===== config.mk =====
export PLATFORM = sky130hd
export DESIGN_NAME = rf_op_sequencer
export DESIGN_NICKNAME = d
export VERILOG_FILES = /design/src/rtl/rf_op_sequencer_pkg.sv /design/src/rtl/rf_op_sequencer_alu.sv /design/src/rtl/rf_op_sequencer.sv
export SDC_FILE = /design/constraint.sdc
export NUM_CORES = 1
export LEC_CHECK = 0
export CAP_MARGIN = 20
export CORE_MARGIN = 2
export CORE_UTILIZATION = 31
export DETAILED_ROUTE_END_ITERATION = 7
export PLACE_DENSITY_LB_ADDON = 0.05
export REMOVE_ABC_BUFFERS = 1
export SLEW_MARGIN = 20
export SYNTH_ARGS = -nofsm -noshare
export SYNTH_HDL_FRONTEND = slang
export SYNTH_SLANG_ARGS = --single-unit

===== constraint.sdc =====
create_clock -name clk -period 4.8 [get_ports clk]
set_input_delay 0.48 -clock clk [delete_from_list [all_inputs] [get_ports clk]]
set_output_delay 0.48 -clock clk [all_outputs]
set_load 0.05 [all_outputs]

===== src/rtl/rf_op_sequencer_pkg.sv =====
`default_nettype none
// ============================================================================
//  Module   : rf_seq_pkg
//  Purpose  : Shared defaults and enumerations for the register-file
//             operation sequencer (op codes and FSM states).
//  Ports    : none (package)
//  Revision : 1.0  initial release
// ============================================================================
package rf_seq_pkg;

  localparam int DEF_DATA_W = 16;
  localparam int DEF_ADDR_W = 4;

  // Command op-code encoding as presented on the command interface
  typedef enum logic [1:0] {
    OP_ADD = 2'b00,
    OP_SUB = 2'b01,
    OP_XOR = 2'b10,
    OP_LDI = 2'b11
  } op_e;

  typedef enum logic [1:0] {
    ST_IDLE  = 2'd0,
    ST_FETCH = 2'd1,
    ST_WRITE = 2'd2
  } state_e;

endpackage : rf_seq_pkg
`default_nettype wire


===== src/rtl/rf_op_sequencer_alu.sv =====
`default_nettype none
// ============================================================================
//  Module   : rf_seq_alu
//  Purpose  : Combinational datapath for the sequencer.
//             ADD -> a+b, carry = carry-out of the MSB
//             SUB -> a-b, carry = borrow (a < b unsigned)
//             XOR -> a^b, carry = 0
//             LDI -> imm, carry = 0
//  Ports    : i_op      operation select
//             i_a, i_b  operands (register file read data)
//             i_imm     immediate for LDI
//             o_result  computed value, o_carry carry/borrow
//  Revision : 1.0  initial release
// ============================================================================
module rf_seq_alu
  import rf_seq_pkg::*;
#(
  parameter int DATA_W = DEF_DATA_W
) (
  input  op_e               i_op,
  input  logic [DATA_W-1:0] i_a,
  input  logic [DATA_W-1:0] i_b,
  input  logic [DATA_W-1:0] i_imm,
  output logic [DATA_W-1:0] o_result,
  output logic              o_carry
);

  // One extra bit captures the carry-out of ADD and the borrow of SUB
  logic [DATA_W:0] w_sum;
  logic [DATA_W:0] w_diff;

  assign w_sum  = {1'b0, i_a} + {1'b0, i_b};
  assign w_diff = {1'b0, i_a} - {1'b0, i_b};

  always_comb begin
    o_result = '0;
    o_carry  = 1'b0;
    case (i_op)
      OP_ADD: begin
        o_result = w_sum[DATA_W-1:0];
        o_carry  = w_sum[DATA_W];
      end
      OP_SUB: begin
        o_result = w_diff[DATA_W-1:0];
        o_carry  = w_diff[DATA_W];
      end
      OP_XOR: begin
        o_result = i_a ^ i_b;
        o_carry  = 1'b0;
      end
      default: begin
        o_result = i_imm;
        o_carry  = 1'b0;
      end
    endcase
  end

endmodule : rf_seq_alu
`default_nettype wire


===== src/rtl/rf_op_sequencer.sv =====
`default_nettype none
// ============================================================================
//  Module   : rf_op_sequencer
//  Purpose  : Accepts one register-file command at a time, reads the source
//             registers, computes ADD/SUB/XOR (or takes an LDI immediate)
//             and writes the result back through the register file write
//             port. IDLE -> FETCH -> WRITE for ALU ops, IDLE -> WRITE for LDI.
//  Ports    : clk, rst_n                 clock, async active-low reset
//             i_cmd_valid / o_cmd_ready  command handshake
//             i_cmd_op/rd/rs1/rs2/imm    command fields
//             o_rf_read_addr1/2          register file read addresses
//             i_rf_read_port1/2          register file read data (comb.)
//             o_rf_write_addr/data_out/write_en  register file write port
//             o_done, o_result, o_carry  completion report
//  Revision : 1.0  initial release
// ============================================================================
module rf_op_sequencer
  import rf_seq_pkg::*;
#(
  parameter int DATA_W = DEF_DATA_W,
  parameter int ADDR_W = DEF_ADDR_W
) (
  input  logic              clk,
  input  logic              rst_n,
  input  logic              i_cmd_valid,
  output logic              o_cmd_ready,
  input  logic [1:0]        i_cmd_op,
  input  logic [ADDR_W-1:0] i_cmd_rd,
  input  logic [ADDR_W-1:0] i_cmd_rs1,
  input  logic [ADDR_W-1:0] i_cmd_rs2,
  input  logic [DATA_W-1:0] i_cmd_imm,
  output logic [ADDR_W-1:0] o_rf_read_addr1,
  output logic [ADDR_W-1:0] o_rf_read_addr2,
  input  logic [DATA_W-1:0] i_rf_read_port1,
  input  logic [DATA_W-1:0] i_rf_read_port2,
  output logic [ADDR_W-1:0] o_rf_write_addr,
  output logic [DATA_W-1:0] o_rf_data_out,
  output logic              o_rf_write_en,
  output logic              o_done,
  output logic [DATA_W-1:0] o_result,
  output logic              o_carry
);

  state_e              r_state;
  op_e                 r_op;
  logic [ADDR_W-1:0]   r_rd;
  logic [ADDR_W-1:0]   r_rs1;
  logic [ADDR_W-1:0]   r_rs2;
  logic [ADDR_W-1:0]   r_wr_addr;
  logic [DATA_W-1:0]   r_result;
  logic                r_carry;
  logic                r_done;
  logic                r_we;

  op_e                 w_cmd_op;
  op_e                 w_alu_op;
  logic                w_accept;
  logic [DATA_W-1:0]   w_alu_result;
  logic                w_alu_carry;

  assign w_cmd_op = op_e'(i_cmd_op);

  // Gated by rst_n so the block never advertises readiness while held in reset
  assign o_cmd_ready = rst_n && (r_state == ST_IDLE);
  assign w_accept    = i_cmd_valid && o_cmd_ready;

  // In IDLE the ALU serves an incoming LDI straight from the command bus;
  // in FETCH it works on the captured op and the live read data of rs1/rs2.
  assign w_alu_op = (r_state == ST_IDLE) ? w_cmd_op : r_op;

  rf_seq_alu #(
    .DATA_W (DATA_W)
  ) u_alu (
    .i_op     (w_alu_op),
    .i_a      (i_rf_read_port1),
    .i_b      (i_rf_read_port2),
    .i_imm    (i_cmd_imm),
    .o_result (w_alu_result),
    .o_carry  (w_alu_carry)
  );

  // Operands are consumed at the end of FETCH; registering the ALU output
  // there keeps the write data stable for the whole WRITE cycle.
  always_ff @(posedge clk or negedge rst_n) begin
    if (!rst_n) begin
      r_state   <= ST_IDLE;
      r_op      <= OP_ADD;
      r_rd      <= '0;
      r_rs1     <= '0;
      r_rs2     <= '0;
      r_wr_addr <= '0;
      r_result  <= '0;
      r_carry   <= 1'b0;
      r_done    <= 1'b0;
      r_we      <= 1'b0;
    end else begin
      case (r_state)
        ST_IDLE: begin
          if (w_accept) begin
            r_op  <= w_cmd_op;
            r_rd  <= i_cmd_rd;
            r_rs1 <= i_cmd_rs1;
            r_rs2 <= i_cmd_rs2;
            if (w_cmd_op == OP_LDI) begin
              r_result  <= w_alu_result;
              r_carry   <= w_alu_carry;
              r_wr_addr <= i_cmd_rd;
              r_we      <= 1'b1;
              r_done    <= 1'b1;
              r_state   <= ST_WRITE;
            end else begin
              r_state <= ST_FETCH;
            end
          end
        end
        ST_FETCH: begin
          r_result  <= w_alu_result;
          r_carry   <= w_alu_carry;
          r_wr_addr <= r_rd;
          r_we      <= 1'b1;
          r_done    <= 1'b1;
          r_state   <= ST_WRITE;
        end
        ST_WRITE: begin
          r_we    <= 1'b0;
          r_done  <= 1'b0;
          r_state <= ST_IDLE;
        end
        default: begin
          r_we    <= 1'b0;
          r_done  <= 1'b0;
          r_state <= ST_IDLE;
        end
      endcase
    end
  end

  assign o_rf_read_addr1 = r_rs1;
  assign o_rf_read_addr2 = r_rs2;
  assign o_rf_write_addr = r_wr_addr;
  assign o_rf_data_out   = r_result;
  assign o_rf_write_en   = r_we;
  assign o_done          = r_done;
  assign o_result        = r_result;
  assign o_carry         = r_carry;

endmodule : rf_op_sequencer
`default_nettype wire


Word-level counts from Yosys, hierarchy flattened. Cells that the tools add are included. Widths: inputs -> output; s select.

Bits of input ports: 65. Memories kept: 0. Bits in latches: 0. Flip-flop bits (word level): 38. Logic and storage cells: 44. Output and inout port bits: 48. Bits in read-only memories: 0. Bits in writable memories: 0.

Shift-type cells: 0. $mul: 0. $lt $le $gt $ge: 0. Reductions and logical operators: 8. Divide/modulo/power cells: 0. $add $sub $neg: 2. Equality and inequality tests: 6. Bitwise operators: 1. Mux-type cells: 18.

Operators by type and width (number): $pmux 16 s3 (1); $mux 16 (2); $pmux 16 s2 (1); $add 16x16->17 (1); $sub 16x16->17 (1); $xor 16x16->16 (1); $mux 4 (2); $pmux 4 s2 (1); $mux 2 (3); $pmux 1 s2 (3); $eq 2x1->1 const B (2); $eq 2x2->1 const B (2); $logic_not 2->1 (2); $mux 1 (4); $pmux 2 s2 (1); $reduce_and 2->1 (2); $reduce_and 3->1 (1); $logic_and 1x1->1 (2); $ne 2x1->1 const B (1); $ne 2x2->1 const B (1); $reduce_bool 2->1 (1).

Logic depth before layout (Yosys ltp). Gate-level depths: netlist of run 1.

Depth in word-level cells: 7. Depth in mapped cells: 11. Mapped depth without buffers: 11.

Modules after synthesis. A second synthesis of run 1 with hierarchy kept.

Cells, all modules: 454. Area, all modules: 3887.5 um^2.

Modules (own cells, without submodules): rf_seq_alu (instances 1, cells each 339, area each 2175.8 um^2, seq. area each 0.0 um^2); rf_op_sequencer (instances 1, cells each 115, area each 1711.6 um^2, seq. area each 950.9 um^2).

Worst setup path after synthesis of run 1. OpenSTA, ideal clock, no wires.

Kind: input-to-reg. Start: input port i_rf_read_port1[0]. End: register r_result[14], in the netlist o_result[14]. Required time: 4.678 ns. Data arrival time: 2.667 ns. Buffers on the path: 0. Path slack: 2.011 ns. Stages on the path: 11. Library setup time: 0.122 ns. Cells stage by stage: inv_1 > ha_1 > inv_1 > fa_1 > a21o_1 > a31o_2 > a2111oi_2 > o21ai_1 > a2111oi_0 > a41oi_1 > a32o_1.

Longest elaborated chain between the ends: 5. Elaborated cells between the ends (all ways): 6. Those cells by class: 2 x add/sub; 4 x mux.

Ends and longest elaborated chain: start, declared (RTL line rf_op_sequencer.sv:34) `input logic [DATA_W-1:0] i_rf_read_port1,`; $sub 16x16->17 or $add 16x16->17 (tied branches) (RTL line rf_op_sequencer_alu.sv:33, rf_op_sequencer_alu.sv:32); $pmux 16 s3 (*) (RTL line rf_op_sequencer_alu.sv:38) `case (i_op)`; $mux 16 (RTL line rf_op_sequencer.sv:104) `if (w_cmd_op == OP_LDI) begin`; $mux 16 (RTL line rf_op_sequencer.sv:99) `if (w_accept) begin`; $pmux 16 s2 (*) (RTL line rf_op_sequencer.sv:97) `case (r_state)`; end signal, assigned (RTL line rf_op_sequencer.sv:105) `r_result <= w_alu_result;`; end signal, assigned (RTL line rf_op_sequencer.sv:117) `r_result <= w_alu_result;`; end, declared (RTL line rf_op_sequencer.sv:50) `logic [DATA_W-1:0] r_result;`.

Mark *: on every way between the ends. The rest lies on a longest branch, timed or not. The select of a mux whose other input is x is not followed. A chain may end at the register's enable or synchronous reset.

Worst setup path in the final report of run 1.
Start: input port i_rf_read_port2[0]. End: register r_result[14], in the netlist o_result[14].

Longest elaborated chain between the ends: 5. Elaborated cells between the ends (all ways): 6. Those cells by class: 2 x add/sub; 4 x mux.

Ends and longest elaborated chain: start, declared (RTL line rf_op_sequencer.sv:35) `input logic [DATA_W-1:0] i_rf_read_port2,`; $sub 16x16->17 or $add 16x16->17 (tied branches) (RTL line rf_op_sequencer_alu.sv:33, rf_op_sequencer_alu.sv:32); $pmux 16 s3 (*) (RTL line rf_op_sequencer_alu.sv:38); $mux 16 (RTL line rf_op_sequencer.sv:104); $mux 16 (RTL line rf_op_sequencer.sv:99); $pmux 16 s2 (*) (RTL line rf_op_sequencer.sv:97).

Marked as above.

==> results of run 1 <==
==> synth_stat cells, drive strengths merged (2+ instances only) <==
library cell,count
ha,33
a31oi,4
a22o,2
clkbuf,16
o31ai,3
a211oi,4
fa,2
xnor2,2
a221oi,5
a211o,2
a21oi,35
mux2,16
mux2i,7
or2,2
buf,24
o221ai,6
a32o,3
o211a,2
nand2,27
inv,32
o211ai,10
o21ai,35
nor2b,3
a21o,9
a311oi,4
and2,2
nand3,5
and3,3
o21bai,3
or4,3
nor2,33
nor3,6
a41oi,2
o21a,4
a2111oi,4
nand2b,8
or3,4
o2111ai,3
dfrtp,38
==> path summary, 6_finish.rpt <==
path                                                       end  slack, ps  cells after the start
worst max-delay path                  o_result[14]$_DFFE_PN0P_       1540                     11
worst min-delay path                   o_result[3]$_DFFE_PN0P_        290                      2
worst max register to register        o_result[14]$_DFFE_PN0P_       1850                      7
worst min register to register  o_rf_write_addr[0]$_DFFE_PN0P_        480                      2
max in group asynchronous       o_rf_write_addr[3]$_DFFE_PN0P_       4130                      2
min in group clk                o_rf_write_addr[0]$_DFFE_PN0P_        480                      2
==> through the flow <==
stage	cells	hold WS (ps)	instance area [µm²]
finish	652	291.3	4865
global route	652	352.4	4865
CTS	652	332.6	4865
detailed placement	644	469.3	4671
global placement	644	460.9	4671
floorplan	385	184.4	3346
==> flip-flops by register name (all words and copies together), names as in the netlist <==
signal and cells:
o_rf_write_en 1, o_result 16, o_rf_write_addr 4, r_rd 4, r_op 2, o_rf_read_addr2 4
o_rf_read_addr1 4, r_state 2, o_carry 1
==> metal layers <==
layer / vias to the layer above / part of all wire, % / track usage [%]
li1: 1701 / - / -
met2: 115 / 45 / 27.11
met4: 0 / 0.77 / 3.621
met3: 4 / 5.9 / 3.375
met5: - / 0 / 0
met1: 1639 / 48 / 24.78
==> layout make-up <==
cell class | count | area [µm²] | area share [%]
Clock buffer | 5 | 125.1 | 2.572
Clock inverter | 3 | 68.82 | 1.415
Inverter | 32 | 120.1 | 2.469
Multi-Input combinational cell | 315 | 2275 | 46.76
Sequential cell | 38 | 950.9 | 19.55
Tap cell | 143 | 178.9 | 3.678
Timing Repair Buffer | 116 | 1146 | 23.56
==> power by group through the flow <==
stage | sequential [µW] | clock, µW | combinational (µW)
floorplan | 1010 | 0 | 315
global placement | 502 | 0 | 1300
detailed placement | 508 | 0 | 1300
CTS | 502 | 452 | 1300
global route | 516 | 466 | 1370
finish | 499 | 442 | 1300
==> critical path, stage by stage <==
cell                              delay, ps
sky130_fd_sc_hd__clkdlybuf4s50_1        510
sky130_fd_sc_hd__ha_1                   160
sky130_fd_sc_hd__inv_1                   50
sky130_fd_sc_hd__fa_1                   380
sky130_fd_sc_hd__a21o_1                 190
sky130_fd_sc_hd__a31o_2                 270
sky130_fd_sc_hd__a2111oi_2              440
sky130_fd_sc_hd__o21ai_1                200
sky130_fd_sc_hd__a2111oi_0              420
sky130_fd_sc_hd__a41oi_1                 90
sky130_fd_sc_hd__a32o_1                 250
==> logic make-up after synthesis <==
kind of cell	share of synthesized area, %
flops	26.61
compound gates	29.17
xor+xnor	0.7354
simple gates	14.08
mux	7.003
fa+ha+maj	12.68
buf+inv	9.734
==> metrics.sh, run 1 <==
OUTCOME='complete, no violations'
IO_PINS=113
BEGINNING_OF_THE_WORST_REGISTER_TO_REGISTER_PATH='r_state[0]$_DFFE_PN0P_'
ANT_DIODES=0
TRITONCTS='done'
PORT-BUFFER-COUNT=112
GRT_ANTENNA_BEFORE_REPAIR=0
PERIOD_MINUS_SLACK_PS=3261
WORSTSETUPSTARTPOINT='i_rf_read_port2[0]'
SYNTHDISTINCTLIBCELLS=68
FINALPOWER_uW=2238
PLACE_CONGESTION=0.8374
MIN_PATH_TYPE='input port to asynchronous set/reset pin'
SWITCHING_SHARE_PCT=47.54
FINALSETUPTNS_PS=0
P_LEAK_uW=0.002050
POWER.SWITCHING_uW=1064
TOP_CELL_TYPE_S_SHARE_OF_SYNTHESIZED_AREA_PCT=26.61
SEQUENTIALPOWERSHARE_PCT=22.3
FIN_UTIL_PCT=42.97
GRT_START_MAX_NET_PINS=41
SETUP_VIOL_COUNT_FINAL=0
CHIPWIDTH_UM=111.4
SYN_AVG_CELL_AREA_UM2=8.408
START_KIND='input port'
SYN_TO_FINAL_GROWTH_PCT=36.13
TIGHTESTPINTRANSITION_PS=741.7
GRT_REMAINING_OVERFLOW=0
FINAL_LAYOUT_SIZE_SUFFIX_GT1_SHARE_PCT=7.466
TIMING.MAX_SLEW.REL_SLACK_PCT=50.37
FINALHOLDVIOLCOUNT=0
DIE-AREA_UM2=12400
PLACEABLECOREAREA_UM2=11320
SYNTH.FF_LATCH_COUNT=38
MAPPEDNETLISTAREA_UM2=3573
VIAS_PER_CELL=5.305
POST-SYNTH-TOP-AREA-CELL='sky130_fd_sc_hd__dfrtp_1'
LAYOUT_WORST_PATH_CYCLE_SHARE_PCT=67.94
FINALCLOCKSKEW_PS=7.591
GLOBAL_ROUTE_WIRE_LENGTH_BEFORE_REPAIR_MM=17.48
FINALWORSTSETUPSLACK_PS=1539
SYNTH_ENABLE_FLOP_CELLS=0
MAXCAPVIOLCOUNT=0
POWER.IR.VDD_WORST_V=0.0003328
NFILLCELLS=1158
RSZ0062_AT_GRT='false'
DRT-TOTAL-WL_MM=10.71
FIN_NETS=608
MAPPED_CELLS=425
DETAILEDROUTE.FIRSTITERATIONVIOLATIONS=160
CRITICAL_PATH_REQUIRED_PS=4970
TIMING_MAX_TRANSITION_VIOLATIONS_FINAL=0
SUM_OF_NET_HALF_PERIMETERS_AFTER_DETAILED_PLACEMENT_MM=8.080
CELL_TYPES_OCCUPYING_THE_MOST_AREA_AFTER_SYNTHESIS='sky130_fd_sc_hd__dfrtp_1 (27%), sky130_fd_sc_hd__ha_1 (12%), sky130_fd_sc_hd__mux2_2 (5.0%)'
ANT_NETS=0
H-TREE-DEPTH=2
CTS-HOLD-FIX-BUFFERS=0
DRC_ERRORS=0
WORST-ENDPOINT-ARRIVAL_PS=3440
DETAILEDPLACE.WORSTSLACK_PS=1251
CLKLATENCYLATEPIN_PS=290
TIMING_WORST_SETUP_PATH_TYPE='input port to flop'
CTS_SINKS=38
CELLINTERNALPOWER_uW=1174
POSTCTSRESIZEDCELLS=0
PWR-SHARE-CLK_PCT=19.8
FLOORPLAN.INITIALDENSITY_PCT=31.56
ROOT_BUFFER='sky130_fd_sc_hd__clkbuf_16'
MAX_FREQ_MHz=306.6
GRT_PASS1_VIAS=3259
YOSYS_WARNINGS=0
DR_VIAS=3459
CTS_POST_SETUP_BUFFERS_INSERTED=0
DR_PASS1_ITERATIONS=4
YOSYS_MOST_USED_DFF='sky130_fd_sc_hd__dfrtp_1'
COMB_POWER_SHARE_PCT=57.9
YS_SEQ_AREA_SHARE_PCT=26.61
PWR_DENSITY_CELL_nW_PER_UM2=460.0
FINAL_COMMON_CELL='sky130_fd_sc_hd__clkdlybuf4s50_1'
CTS_INSERTED_BUFFERS=5
DETAIL_ROUTE.WL_PER_CELL_UM=16.43
FLOORPLAN.DIE.HEIGHT_UM=111.4
YS_ASYNC_SR_FRACTION_PCT=100.0
CRITICAL_PATH_PEAK_FANOUT=3
WORST_SETUP_END_KIND='flop'
HIGHEST_COUNT_CELLS_IN_THE_LAYOUT_IGNORING_FILL_AND_TAPS='sky130_fd_sc_hd__clkdlybuf4s50_1 (111), sky130_fd_sc_hd__dfrtp_1 (38), sky130_fd_sc_hd__a21oi_1 (35)'
GROUTE.USAGE.OVERALL_PCT=17.25
FLOORPLAN.ROWS=39
CLK_TRANSITION_REPORTED_PATHS_PS=70
CLOCK_PATH_BUFFERS=2
No activity file was read; power rests on OpenSTA's default activity.
==> inputs of run 2 (changes only) <==
clock period = 3.3 ns   (was 4.8 ns; I/O delays follow)
==> run 2 against run 1 <==
Compared with the run above: global-route usage is 0.40 points higher; highest routed layer unchanged; clock skew decreased by 3.4 ps; largest cell class unchanged; critical path depth up 1; first-iteration DRC count up 13%; core utilization grew 1.4 points; power up 47%; setup slack worse by 1300 ps; via count is 1.6% higher; register-to-register slack got worse by 1200 ps.
==> metrics.sh, run 2 (synthesis gave the netlist of run 1 again) <==
TOP_LAYER_USED='met4'
FINALCLOCKSKEW_PS=4.226
PORT-BUFFER-COUNT=112
FINALWORSTSETUPSLACK_PS=256.8
TIMING.MAX_SLEW.REL_SLACK_PCT=50.60
RSZ0062_AT_GRT='false'
CLOCK_PATH_BUFFERS=2
TIMING_MAX_TRANSITION_VIOLATIONS_FINAL=0
PWR_DENSITY_CELL_nW_PER_UM2=653.9
FINAL_LAYOUT_SIZE_SUFFIX_GT1_SHARE_PCT=10.78
DETAILEDROUTE.FIRSTITERATIONVIOLATIONS=180
FLOORPLAN.INITIALDENSITY_PCT=31.56
MIN_PATH_TYPE='input port to asynchronous set/reset pin'
SWITCHING_SHARE_PCT=47.20
RR_ENDPOINT='o_result[14]$_DFFE_PN0P_'
PLACE_CONGESTION=0.8377
CRITICAL_PATH.CELL_CHAIN='clkdlybuf4s50_1, inv_1, ha_1, inv_1, fa_1, a21o_1, a31o_2, a2111oi_2, o21ai_1, a2111oi_1, a41oi_1, a32o_1'
DR_PASS1_ITERATIONS=5
BEGINNING_OF_THE_WORST_REGISTER_TO_REGISTER_PATH='r_state[0]$_DFFE_PN0P_'
SLOWEST_STAGE_CELL_CP='sky130_fd_sc_hd__a2111oi_2'
FINALPOWER_uW=3281
ROOT_BUFFER='sky130_fd_sc_hd__clkbuf_16'
FIN_NETS=628
PATH_COMMON_CELL='sky130_fd_sc_hd__inv_1'
CRITICAL_PATH_PEAK_FANOUT=2
IO_PINS=113
POWER.IR.VDD_WORST_V=0.0005231
CELLINTERNALPOWER_uW=1733
CTS_INSERTED_BUFFERS=5
PERIOD_MINUS_SLACK_PS=3043
WORST-ENDPOINT-ARRIVAL_PS=3210
COMB_POWER_SHARE_PCT=58.4
SETUP_VIOL_COUNT_FINAL=0
OUTCOME='complete, no violations'
TIMING_WORST_SETUP_PATH_TYPE='input port to flop'
FIN_UTIL_PCT=44.33
PWR-SHARE-CLK_PCT=19.5
SEQUENTIALPOWERSHARE_PCT=22.1
TIMING.REG2REG.WORST_PATH_DEPTH=7
DRC_ERRORS=0
TIMING.CRITICAL_PATH.SLOWEST_CELL_DELAY_PS=460
CLKLATENCYLATEPIN_PS=280
CLK_TRANSITION_REPORTED_PATHS_PS=60
FINALHOLDVIOLCOUNT=0
GRT_ANTENNA_BEFORE_REPAIR=0
FF2FF_SETUP_SLACK_PS=620
VIAS_PER_CELL=5.229
CRITICAL_PATH_REQUIRED_PS=3470
CHIPWIDTH_UM=111.4
GROUTE.USAGE.OVERALL_PCT=17.65
LARGEST_REG_FLOPS=16
P_LEAK_uW=0.002144
TRITONCTS='done'
CTS_POST_SETUP_BUFFERS_INSERTED=0
MET3WIRELENGTH_UM=598
GLOBAL_ROUTE_WIRE_LENGTH_BEFORE_REPAIR_MM=17.99
SYN_TO_FINAL_GROWTH_PCT=40.44
STDCELL_AREA_UM2=5019
GRT_PASS1_VIAS=3477
WORST_SETUP_END_KIND='flop'
DRT-TOTAL-WL_MM=10.84
TIGHTESTPINTRANSITION_PS=741.0
FLOORPLAN.ROWS=39
ANT_NETS=0
DETAILEDPLACE.WORSTSLACK_PS=-47.09
GRT_START_MAX_NET_PINS=35
GRT_REMAINING_OVERFLOW=0
DIE-AREA_UM2=12400
DR_VIAS=3514
FINALSETUPTNS_PS=0
HIGHEST_COUNT_CELLS_IN_THE_LAYOUT_IGNORING_FILL_AND_TAPS='sky130_fd_sc_hd__clkdlybuf4s50_1 (111), sky130_fd_sc_hd__dfrtp_1 (38), sky130_fd_sc_hd__a21oi_1 (35)'
DETAIL_ROUTE.WL_PER_CELL_UM=16.12
PLACEABLECOREAREA_UM2=11320
FINAL_COMMON_CELL='sky130_fd_sc_hd__clkdlybuf4s50_1'
MAXCAPVIOLCOUNT=0
MAX_FREQ_MHz=328.6
DETAILED_ROUTE_WIRELENGTH_ON_METAL2_MM=4.904
NFILLCELLS=1130
LAYOUT_WORST_PATH_CYCLE_SHARE_PCT=92.22
H-TREE-DEPTH=2
CTS_SINKS=38
POWER.SWITCHING_uW=1549
PLACEMENT_CELL_AREA_UM2=4813
ANT_DIODES=0
SUM_OF_NET_HALF_PERIMETERS_AFTER_DETAILED_PLACEMENT_MM=8.412
START_KIND='input port'
POST_ROUTE_M1_WL_MM=5.224
FLOORPLAN.DIE.HEIGHT_UM=111.4
==> run 2: changes by cell type in the layout (fill, tap and decap cells not counted), sizes merged <==
cell         change
dlygate4sd3      +1
buf             +19
==> run 2: how the worst max path moves through the flow <==
stage / startpoint / endpoint / slack, ps / cells after the start
after floorplan: i_rf_read_port1[0] / o_result[14]$_DFFE_PN0P_ / 660 / 11
after global placement: i_rf_read_port1[0] / o_result[14]$_DFFE_PN0P_ / -3 / 12
after detailed placement: i_rf_read_port1[0] / o_result[14]$_DFFE_PN0P_ / -50 / 12
after CTS: i_rf_read_port1[0] / o_result[14]$_DFFE_PN0P_ / 230 / 12
after global routing: i_rf_read_port1[0] / o_result[14]$_DFFE_PN0P_ / 50 / 12
final: i_rf_read_port1[0] / o_result[14]$_DFFE_PN0P_ / 260 / 12
==> run 2: power by group through the flow <==
stage,clock network [µW],registers [µW],logic [µW]
after floorplan,0,1470,458
after global placement,0,731,1920
after detailed placement,0,739,1920
after CTS,653,731,1930
after global routing,672,755,2020
final,639,726,1920
==> run 2: final cells by class <==
| cell class | count | area (µm²) | area share [%] |
|---|---|---|---|
| Sequential cell | 38 | 950.9 | 18.95 |
| Clock buffer | 5 | 125.1 | 2.493 |
| Tap cell | 143 | 178.9 | 3.565 |
| Inverter | 32 | 120.1 | 2.393 |
| Clock inverter | 3 | 68.82 | 1.371 |
| Multi-Input combinational cell | 315 | 2276 | 45.35 |
| Timing Repair Buffer | 136 | 1299 | 25.88 |
==> run 2: worst max-delay path: cells and delay by family <==
family,cells,cell delay [ps]
adders and majority gates,2,540
AOI/OAI and AO/OA,7,1780
buffers and inverters,3,560
==> run 2: what timing repair did <==
item / 4_1_cts / 5_1_grt
endpoints found under the hold margin: 4 / 0
endpoints found under the setup margin: 0 / 1
gates resized for setup: 0 / 1
hold buffers: 1 / 0
==> run 2: stage by stage <==
stage / cells / hold slack, ps
2_1_floorplan: 385 / 34.41
3_3_place_gp: 663 / 176.8
3_5_place_dp: 663 / 182.2
4_1_cts: 672 / 438.9
5_1_grt: 672 / 460.3
6_report: 672 / 441.0
==> run 2: layer usage <==
metal | track usage [%] | vias up
met5 | 0 | -
met4 | 3.292 | 0
met3 | 3.157 | 9
met2 | 28.66 | 121
met1 | 24.96 | 1637
li1 | - | 1747
==> inputs of run 3 (changes only) <==
CAP_MARGIN = not set   (was 20)
==> results of run 3 <==
Final layout, timing and power as in run 2 (identical DEF).
